[config.mk]
export PLATFORM = sky130hd
export DESIGN_NAME = seq_divider_16bit_flat
export DESIGN_NICKNAME = d
export VERILOG_FILES = /design/src/rtl/seq_divider_16bit_if.sv /design/src/rtl/seq_divider_16bit.sv /design/src/flat_wrapper.sv
export SDC_FILE = /design/constraint.sdc
export NUM_CORES = 1
export LEC_CHECK = 0
export CAP_MARGIN = 20
export CORE_AREA = 5 5 119 121
export DETAILED_ROUTE_END_ITERATION = 10
export DIE_AREA = 0 0 124 126
export GPL_ROUTABILITY_DRIVEN = 0
export MAX_ROUTING_LAYER = met4
export PLACE_DENSITY = 0.64
export REMOVE_ABC_BUFFERS = 1
export SETUP_SLACK_MARGIN = 0.05
export SYNTH_ARGS = -nofsm -noshare
export SYNTH_HDL_FRONTEND = slang
export SYNTH_SLANG_ARGS = --single-unit
[constraint.sdc]
create_clock -name clk -period 6.8 [get_ports clk]
set_clock_uncertainty 0.15 [all_clocks]
set_input_delay 1.7 -clock clk [delete_from_list [all_inputs] [get_ports clk]]
set_output_delay 1.7 -clock clk [all_outputs]
set_load 0.01 [all_outputs]
[src/rtl/seq_divider_16bit_if.sv]
// Start/done handshake bundle between a datapath controller and seq_divider_16bit.
// The controller uses the master modport, the divider the slave modport.
interface seq_divider_16bit_if #(
  parameter int WIDTH = 16
);
  logic             start;
  logic [WIDTH-1:0] dividend;
  logic [WIDTH-1:0] divisor;
  logic             busy;
  logic             done;
  logic [WIDTH-1:0] quotient;
  logic [WIDTH-1:0] remainder;
  logic             div_zero;

  modport master (
    output start, dividend, divisor,
    input  busy, done, quotient, remainder, div_zero
  );

  modport slave (
    input  start, dividend, divisor,
    output busy, done, quotient, remainder, div_zero
  );
endinterface

[src/rtl/seq_divider_16bit.sv]
// Multi-cycle restoring divider, one shift plus trial subtraction per clock.
// Define SEQ_DIVIDER_SIGNED_EN for two's-complement operands (sign fix-up on the final edge).
module seq_divider_16bit #(
  parameter int WIDTH = 16
) (
  input logic                clk,
  input logic                rst_n,
  seq_divider_16bit_if.slave bus
);

  localparam int CW = $clog2(WIDTH);
  localparam logic [CW-1:0]  LAST_ITER = CW'(WIDTH - 1);
  localparam logic [WIDTH:0] ONE_R     = {{WIDTH{1'b0}}, 1'b1};
  localparam logic [WIDTH-1:0] ONE_W   = {{(WIDTH-1){1'b0}}, 1'b1};

  typedef enum logic [1:0] {IDLE, CALC, FINISH} state_t;

  state_t           state, state_nxt;
  logic [CW-1:0]    cnt, cnt_nxt;
  logic [WIDTH-1:0] q_reg, q_nxt;
  logic [WIDTH-1:0] d_reg, d_nxt;
  logic [WIDTH:0]   r_reg, r_nxt;
  logic [WIDTH-1:0] quot, quot_nxt;
  logic [WIDTH-1:0] rem, rem_nxt;
  logic             dz, dz_nxt;
  logic             done_r, done_nxt;
  logic [WIDTH:0]   r_shift;
  logic [WIDTH:0]   trial;
  logic [WIDTH-1:0] q_step;
  logic [WIDTH:0]   r_step;

`ifdef SEQ_DIVIDER_SIGNED_EN
  logic sign_q, sign_q_nxt;
  logic sign_r, sign_r_nxt;

  function automatic logic [WIDTH-1:0] neg(input logic [WIDTH-1:0] x);
    return ~x + ONE_W;
  endfunction

  function automatic logic [WIDTH-1:0] mag(input logic [WIDTH-1:0] x);
    return x[WIDTH-1] ? neg(x) : x;
  endfunction

  function automatic logic [WIDTH-1:0] apply_sign(input logic [WIDTH-1:0] x, input logic s);
    return s ? neg(x) : x;
  endfunction
`endif

  always_ff @(posedge clk or negedge rst_n) begin
    if (!rst_n) begin
      state  <= IDLE;
      cnt    <= '0;
      q_reg  <= '0;
      d_reg  <= '0;
      r_reg  <= '0;
      quot   <= '0;
      rem    <= '0;
      dz     <= 1'b0;
      done_r <= 1'b0;
`ifdef SEQ_DIVIDER_SIGNED_EN
      sign_q <= 1'b0;
      sign_r <= 1'b0;
`endif
    end else begin
      state  <= state_nxt;
      cnt    <= cnt_nxt;
      q_reg  <= q_nxt;
      d_reg  <= d_nxt;
      r_reg  <= r_nxt;
      quot   <= quot_nxt;
      rem    <= rem_nxt;
      dz     <= dz_nxt;
      done_r <= done_nxt;
`ifdef SEQ_DIVIDER_SIGNED_EN
      sign_q <= sign_q_nxt;
      sign_r <= sign_r_nxt;
`endif
    end
  end

  always_comb begin
    state_nxt = state;
    cnt_nxt   = cnt;
    q_nxt     = q_reg;
    d_nxt     = d_reg;
    r_nxt     = r_reg;
    quot_nxt  = quot;
    rem_nxt   = rem;
    dz_nxt    = dz;
    done_nxt  = 1'b0;
`ifdef SEQ_DIVIDER_SIGNED_EN
    sign_q_nxt = sign_q;
    sign_r_nxt = sign_r;
`endif
    // R never exceeds D, so its top bit is zero and the shift loses nothing
    r_shift = {r_reg[WIDTH-1:0], q_reg[WIDTH-1]};
    trial   = r_shift + ~{1'b0, d_reg} + ONE_R;
    if (!trial[WIDTH]) begin
      r_step = trial;
      q_step = {q_reg[WIDTH-2:0], 1'b1};
    end else begin
      r_step = r_shift;
      q_step = {q_reg[WIDTH-2:0], 1'b0};
    end

    case (state)
      IDLE: begin
        if (bus.start) begin
`ifdef SEQ_DIVIDER_SIGNED_EN
          q_nxt      = mag(bus.dividend);
          d_nxt      = mag(bus.divisor);
          sign_q_nxt = bus.dividend[WIDTH-1] ^ bus.divisor[WIDTH-1];
          sign_r_nxt = bus.dividend[WIDTH-1];
`else
          q_nxt = bus.dividend;
          d_nxt = bus.divisor;
`endif
          r_nxt     = '0;
          cnt_nxt   = '0;
          state_nxt = (bus.divisor == '0) ? FINISH : CALC;
        end
      end
      CALC: begin
        q_nxt   = q_step;
        r_nxt   = r_step;
        cnt_nxt = cnt + 1'b1;
        if (cnt == LAST_ITER) begin
          state_nxt = IDLE;
          done_nxt  = 1'b1;
          dz_nxt    = 1'b0;
`ifdef SEQ_DIVIDER_SIGNED_EN
          quot_nxt = apply_sign(q_step, sign_q);
          rem_nxt  = apply_sign(r_step[WIDTH-1:0], sign_r);
`else
          quot_nxt = q_step;
          rem_nxt  = r_step[WIDTH-1:0];
`endif
        end
      end
      FINISH: begin
        state_nxt = IDLE;
        done_nxt  = 1'b1;
        dz_nxt    = 1'b1;
        quot_nxt  = '1;
        // Re-applying the dividend sign to its magnitude restores the original value
`ifdef SEQ_DIVIDER_SIGNED_EN
        rem_nxt = apply_sign(q_reg, sign_r);
`else
        rem_nxt = q_reg;
`endif
      end
      default: state_nxt = IDLE;
    endcase
  end

  assign bus.busy      = (state != IDLE);
  assign bus.done      = done_r;
  assign bus.quotient  = quot;
  assign bus.remainder = rem;
  assign bus.div_zero  = dz;

endmodule
[src/flat_wrapper.sv]
// flat-port wrapper written by rule: the top's interface ports become plain ports
module seq_divider_16bit_flat 
#(
  parameter int WIDTH = 16
)
  (clk, rst_n, bus_start, bus_dividend, bus_divisor, bus_busy, bus_done, bus_quotient, bus_remainder, bus_div_zero);
  seq_divider_16bit_if #(.WIDTH(WIDTH)) bus_i ();
  input logic clk;
  input logic rst_n;
  input wire logic [$bits(bus_i.start)-1:0] bus_start;
  input wire logic [$bits(bus_i.dividend)-1:0] bus_dividend;
  input wire logic [$bits(bus_i.divisor)-1:0] bus_divisor;
  output wire logic [$bits(bus_i.busy)-1:0] bus_busy;
  output wire logic [$bits(bus_i.done)-1:0] bus_done;
  output wire logic [$bits(bus_i.quotient)-1:0] bus_quotient;
  output wire logic [$bits(bus_i.remainder)-1:0] bus_remainder;
  output wire logic [$bits(bus_i.div_zero)-1:0] bus_div_zero;
  assign bus_i.start = bus_start;
  assign bus_i.dividend = bus_dividend;
  assign bus_i.divisor = bus_divisor;
  assign bus_busy = bus_i.busy;
  assign bus_done = bus_i.done;
  assign bus_quotient = bus_i.quotient;
  assign bus_remainder = bus_i.remainder;
  assign bus_div_zero = bus_i.div_zero;
  seq_divider_16bit #(.WIDTH(WIDTH)) u_core (.clk(clk), .rst_n(rst_n), .bus(bus_i));
endmodule
# [After elaboration in Yosys (flattened, before gate mapping)]
# Index checks and enable logic that the tools add are counted.
[word_totals] reg_bits=88 in_bits=35 wordCells=47
[classes] n_addsub=3 eq_ne=5 mux=20 bitwise=1 reduce_logical=9
[ops] operator="$pmux W16 S2" n=4
[ops] operator="$mux W16" n=5
[ops] operator="$add A17 B1 Y17 const B" n=1
[ops] operator="$add A17 B17 Y17" n=1
[ops] operator="$not A16 Y17" n=1
[ops] operator="$logic_not A16 Y1" n=1
[ops] operator="$pmux W4 S2" n=1
[ops] operator="$reduce_and A2 Y1" n=4
[ops] operator="$mux W2" n=3
[ops] operator="$reduce_bool A2 Y1" n=3
[ops] operator="$add A4 B1 Y4 const B" n=1
[ops] operator="$eq A4 B4 Y1 const B" n=1
[ops] operator="$mux W4" n=1
[ops] operator="$pmux W1 S2" n=2
[ops] operator="$pmux W2 S2" n=1
[ops] operator="$mux W1" n=3
[ops] operator="$eq A2 B1 Y1 const B" n=1
[ops] operator="$eq A2 B2 Y1 const B" n=1
[ops] operator="$logic_not A2 Y1" n=1
[ops] operator="$ne A2 B1 Y1 const B" n=1
[ops] operator="$ne A2 B2 Y1 const B" n=1

# [Longest topological paths before layout]
[depth] depth_word=6 depth_mapped=12 mapped_depth_nobuf=11

# [Least setup slack after synthesis]
# OpenSTA, ideal clock, no wires.
[synth_path] path_kind="input port to flip-flop" start="input port bus_start" end="register u_core.d_reg[0]" t_arrival_ns=2.608 required_time_ns=6.525 setup_slack_ns=3.918 stages=3 path_buffers=1 path_cell_list="nand2_1 > clkbuf_1 > mux2_2"
[synth_via] elab_chain_len=1
[synth_lines] element="from (decl)" line="flat_wrapper.sv:10" rtl="input wire logic [$bits(bus_i.start)-1:0] bus_start;"
[synth_lines] element="$reduce_and A2 Y1 (no source line)"
[synth_lines] element="to (signal assigned)" line="seq_divider_16bit.sv:68" rtl="d_reg <= d_nxt;"
[synth_lines] element="to (decl)" line="seq_divider_16bit.sv:21" rtl="logic [WIDTH-1:0] d_reg, d_nxt;"
# No other way between the ends.
# A chain may end at the register's enable or synchronous reset.

# [Final worst setup path]
[layout_path] start="input port bus_start" end="register u_core.cnt[2]"
[layout_via] elab_chain_len=2
[layout_lines] element="$ne A2 B2 Y1 (no source line)"
[layout_lines] element="$reduce_and A2 Y1 (no source line)"
[layout_lines] element="to (signal assigned)" line="seq_divider_16bit.sv:66" rtl="cnt <= cnt_nxt;"
[layout_lines] element="to (decl)" line="seq_divider_16bit.sv:19" rtl="logic [CW-1:0] cnt, cnt_nxt;"
# No other way between the ends.

==> results.md <==
* Status: complete, no violations
* Hold path startpoint: u_core.bus.quotient[11]
* Launching element type of the critical path: input pin
* Logic pwr share at 51.5%
* Setup TNS at 0 ps
* Tot GR Track Use at 18.6%
* Commonest cells after routing, fill and taps aside: dfrtp_1 (88), clkdlybuf4s50_1 (68), a21oi_1 (58)
* Share of the synthesized area in the top cell type at 43.3%
* Layout fillers at 1263
* Slew @ Worst Pin at 768 ps
* Syn_area_per_cell at 9.30 um2
* Max H-tree Level at 3
* FF-to-FF End: u_core.r_reg[8]
* Peak supply drop at 171 uV
* Bufs on Longest Clock Path at 2
* Synth Area in Compound Gates at 20.6%
* Worst r2r src: u_core.q_reg[15]
* Pre-antenna DRT Iters at 5
* CP cell instances: clkdlybuf4s50_1 -> buf_4 -> nand2_1 -> and2_1 -> o21ai_0 -> o31ai_1
* Post-synthesis mux area share at 9.69%
* Crit share post-route at 55.8%
* Clock root buffer: clkbuf_16
* TritonCTS clock tree: done
* Maxcap violations at 0
* Setup bufs post-CTS at 0
* Critical-path top delay cell: and2_1
* Hold depth at 2
* Fin nets at 655
* Die Wd at 124 um
* Final-report max-slew violation count at 0
* Final hold vios at 0
* RSZ-0062 raised after global routing: false
* DP HPWL at 9320 um
* Synthesis-to-layout area growth at 22.2%
* Reg-to-reg setup timing slack at 3580 ps
* Hold Path Class: reg -> reg
* Post-Syn Instances at 547
* First-pass GRT wire length at 22500 um
* Die footprint at 15600 um2
* DRT iter0 DRCs at 249
* Synth Cell Area at 5090 um2
* Total gr overflow at 0
* Largest stage delay, worst path at 730 ps
* Top-Level Pins at 70
* Largest family of logic cells by synthesized area: compound AO/OA/AOI/OAI gates
* Vias in the first global route at 4458
* Drt drc at 0
* Power Internal at 0.00162 W
* Synth Area in Simple Gates at 14.2%
* Tmin final at 3790 ps
* Via density at 5.62
* Clk pwr share at 19.2%
* Clock Latency Late Sink at 350 ps
* Yosys Warn Count at 0
* CP max FO at 22
* Routed WL at 13300 um
* Post-Synth Adder-Cell Area at 5.31%
* Leading post-synthesis cells by cell area: dfrtp_1 (43%), mux2_2 (6.6%), a21oi_1 (5.7%)
* Most common cell after layout, fill and taps aside: dfrtp_1
* Lkg Pwr at 2.61 nW
* Slew margin rel. at 48.8%
* Post-synthesis async set-or-reset flop share at 100%
* Core Box Area at 13000 um2
* CTS sink count at 88
* Share of cells above drive strength 1 at 10.6%
* CTS resizes at 0
* Die Ht at 126 um
* Post-Synth XOR/XNOR Area at 2.07%
* N_diodes at 0
* Cell count of the worst reg-to-reg path at 11
* Worst hold endpoint: u_core.bus.quotient[11]
* Critical path type: in -> reg
* Dpl ws at 2640 ps
* Power per cell area at 454 nW/um2
* Most used flip-flop cell after synthesis: dfrtp_1
* Port buffer count at 69
* Yosys reg bits at 88
* Cell variety after synth at 55
* Vias post-DR at 4387
* Routed WL per cell at 17.1 um
* Setup violators final at 0
* Initial antenna violation count at 0
* Post-CTS Hold Fix Bufs at 0
* Sequential share of the synthesized area at 43.3%
* # rows at 42
* Worst endpoint required time at 6900 ps
* Largest net degree at the start of global routing at 47
* Fmax at 0.264 GHz
* Critical Path AT at 3900 ps
* EDFF count, synth at 0
* ANT nets after route at 0
* Initial Utilization at 39.2%
* Register share of total power at 29.3%
* Net switching share of the total power at 42.5%
* Clock-pin slew on the worst setup and hold paths at 70 ps
* Critical path buffers and inverters at 2
* NetSw at 0.00120 W
* Num CTS Buffers at 9
* CP endpoint kind: flop
* Synth area leader: dfrtp_1
* Fin worst setup slack at 3010 ps
* Power Total at 0.00283 W
* Worst path top cell family by delay: simple AND/OR/NAND/NOR gates
==> power by group through the flow <==
stage / Clock, W / Combinational (W) / Sequential (W)
global route: 0.000574 / 0.00163 / 0.000851
floorplan: 0 / 0.00110 / 0.000787
global placement: 0 / 0.00141 / 0.000830
CTS: 0.000553 / 0.00146 / 0.000827
detailed placement: 0 / 0.00145 / 0.000835
finish: 0.000542 / 0.00146 / 0.000828
==> worst register-to-register path: stages (launching register included) <==
cell and delay (ps):
dfrtp_1 410, inv_1 100, ha_1 160, inv_1 50, fa_1 440, a211oi_2 240, o21ai_2 130, o2111ai_2 250
o211a_1 220, nand2_2 350, mux2i_1 440, o21ai_0 130
==> synthesized netlist by cell type (all sizes together), types with 7 or more instances <==
cell type  count
buf           10
ha            20
nand2         41
nand3b        13
mux2          31
a21oi         60
o22ai         35
clkbuf        25
nor2          41
inv           23
nor3          20
dfrtp         88
xor2           7
o21ai         43
mux2i         14
==> kinds of logic (layout without fill, tap and decap cells) <==
group                      Yosys count  in the layout
AOI/OAI and AO/OA                  174            174
xor gates and xnor gates            12             12
adders and majority gates           21             21
buffers and inverters               58            115
DFF                                 88             88
muxes                               45             45
and+or+nand+nor                    149            149
==> through the flow <==
| stage | util [%] | hold WS, ps | cells | cell area (um2) |
|---|---|---|---|---|
| after CTS | 47.9 | 360 | 780 | 6220 |
| after global routing | 47.9 | 377 | 780 | 6220 |
| after detailed placement | 45.4 | 346 | 764 | 5890 |
| after floorplan | - | 320 | 512 | 4930 |
| after global placement | 45.4 | 339 | 764 | 5890 |
| final | 47.9 | 356 | 780 | 6220 |
==> layer usage <==
| layer | vias up | global-route usage, % | share of wire, % |
|---|---|---|---|
| li1 | 2094 | - | - |
| met1 | 2147 | 24.4 | 45 |
| met2 | 118 | 28.4 | 49 |
| met3 | 28 | 3.45 | 4.0 |
| met4 | 0 | 7.22 | 2.6 |
| met5 | - | - | 0 |
==> area by class of cell <==
cell class / count / area (um2) / area share (%)
clock buffer: 12 / 267 / 4.29
clock inverter: 4 / 58.8 / 0.946
inverter: 23 / 86.3 / 1.39
multi-input combinational: 401 / 2640 / 42.5
sequential: 88 / 2200 / 35.4
tap: 176 / 220 / 3.54
timing repair buffer: 76 / 741 / 11.9
==> how the worst max path moves through the flow <==
stage	from	to	cells past startpoint
finish	bus_start	u_core.cnt[2]	6
global route	bus_start	u_core.cnt[2]	6
CTS	bus_start	u_core.cnt[2]	6
detailed placement	bus_start	u_core.cnt[2]	6
global placement	bus_start	u_core.cnt[2]	6
floorplan	u_core.state[1]	u_core.bus.remainder[13]	6
Power figures use the tool's default switching activity.
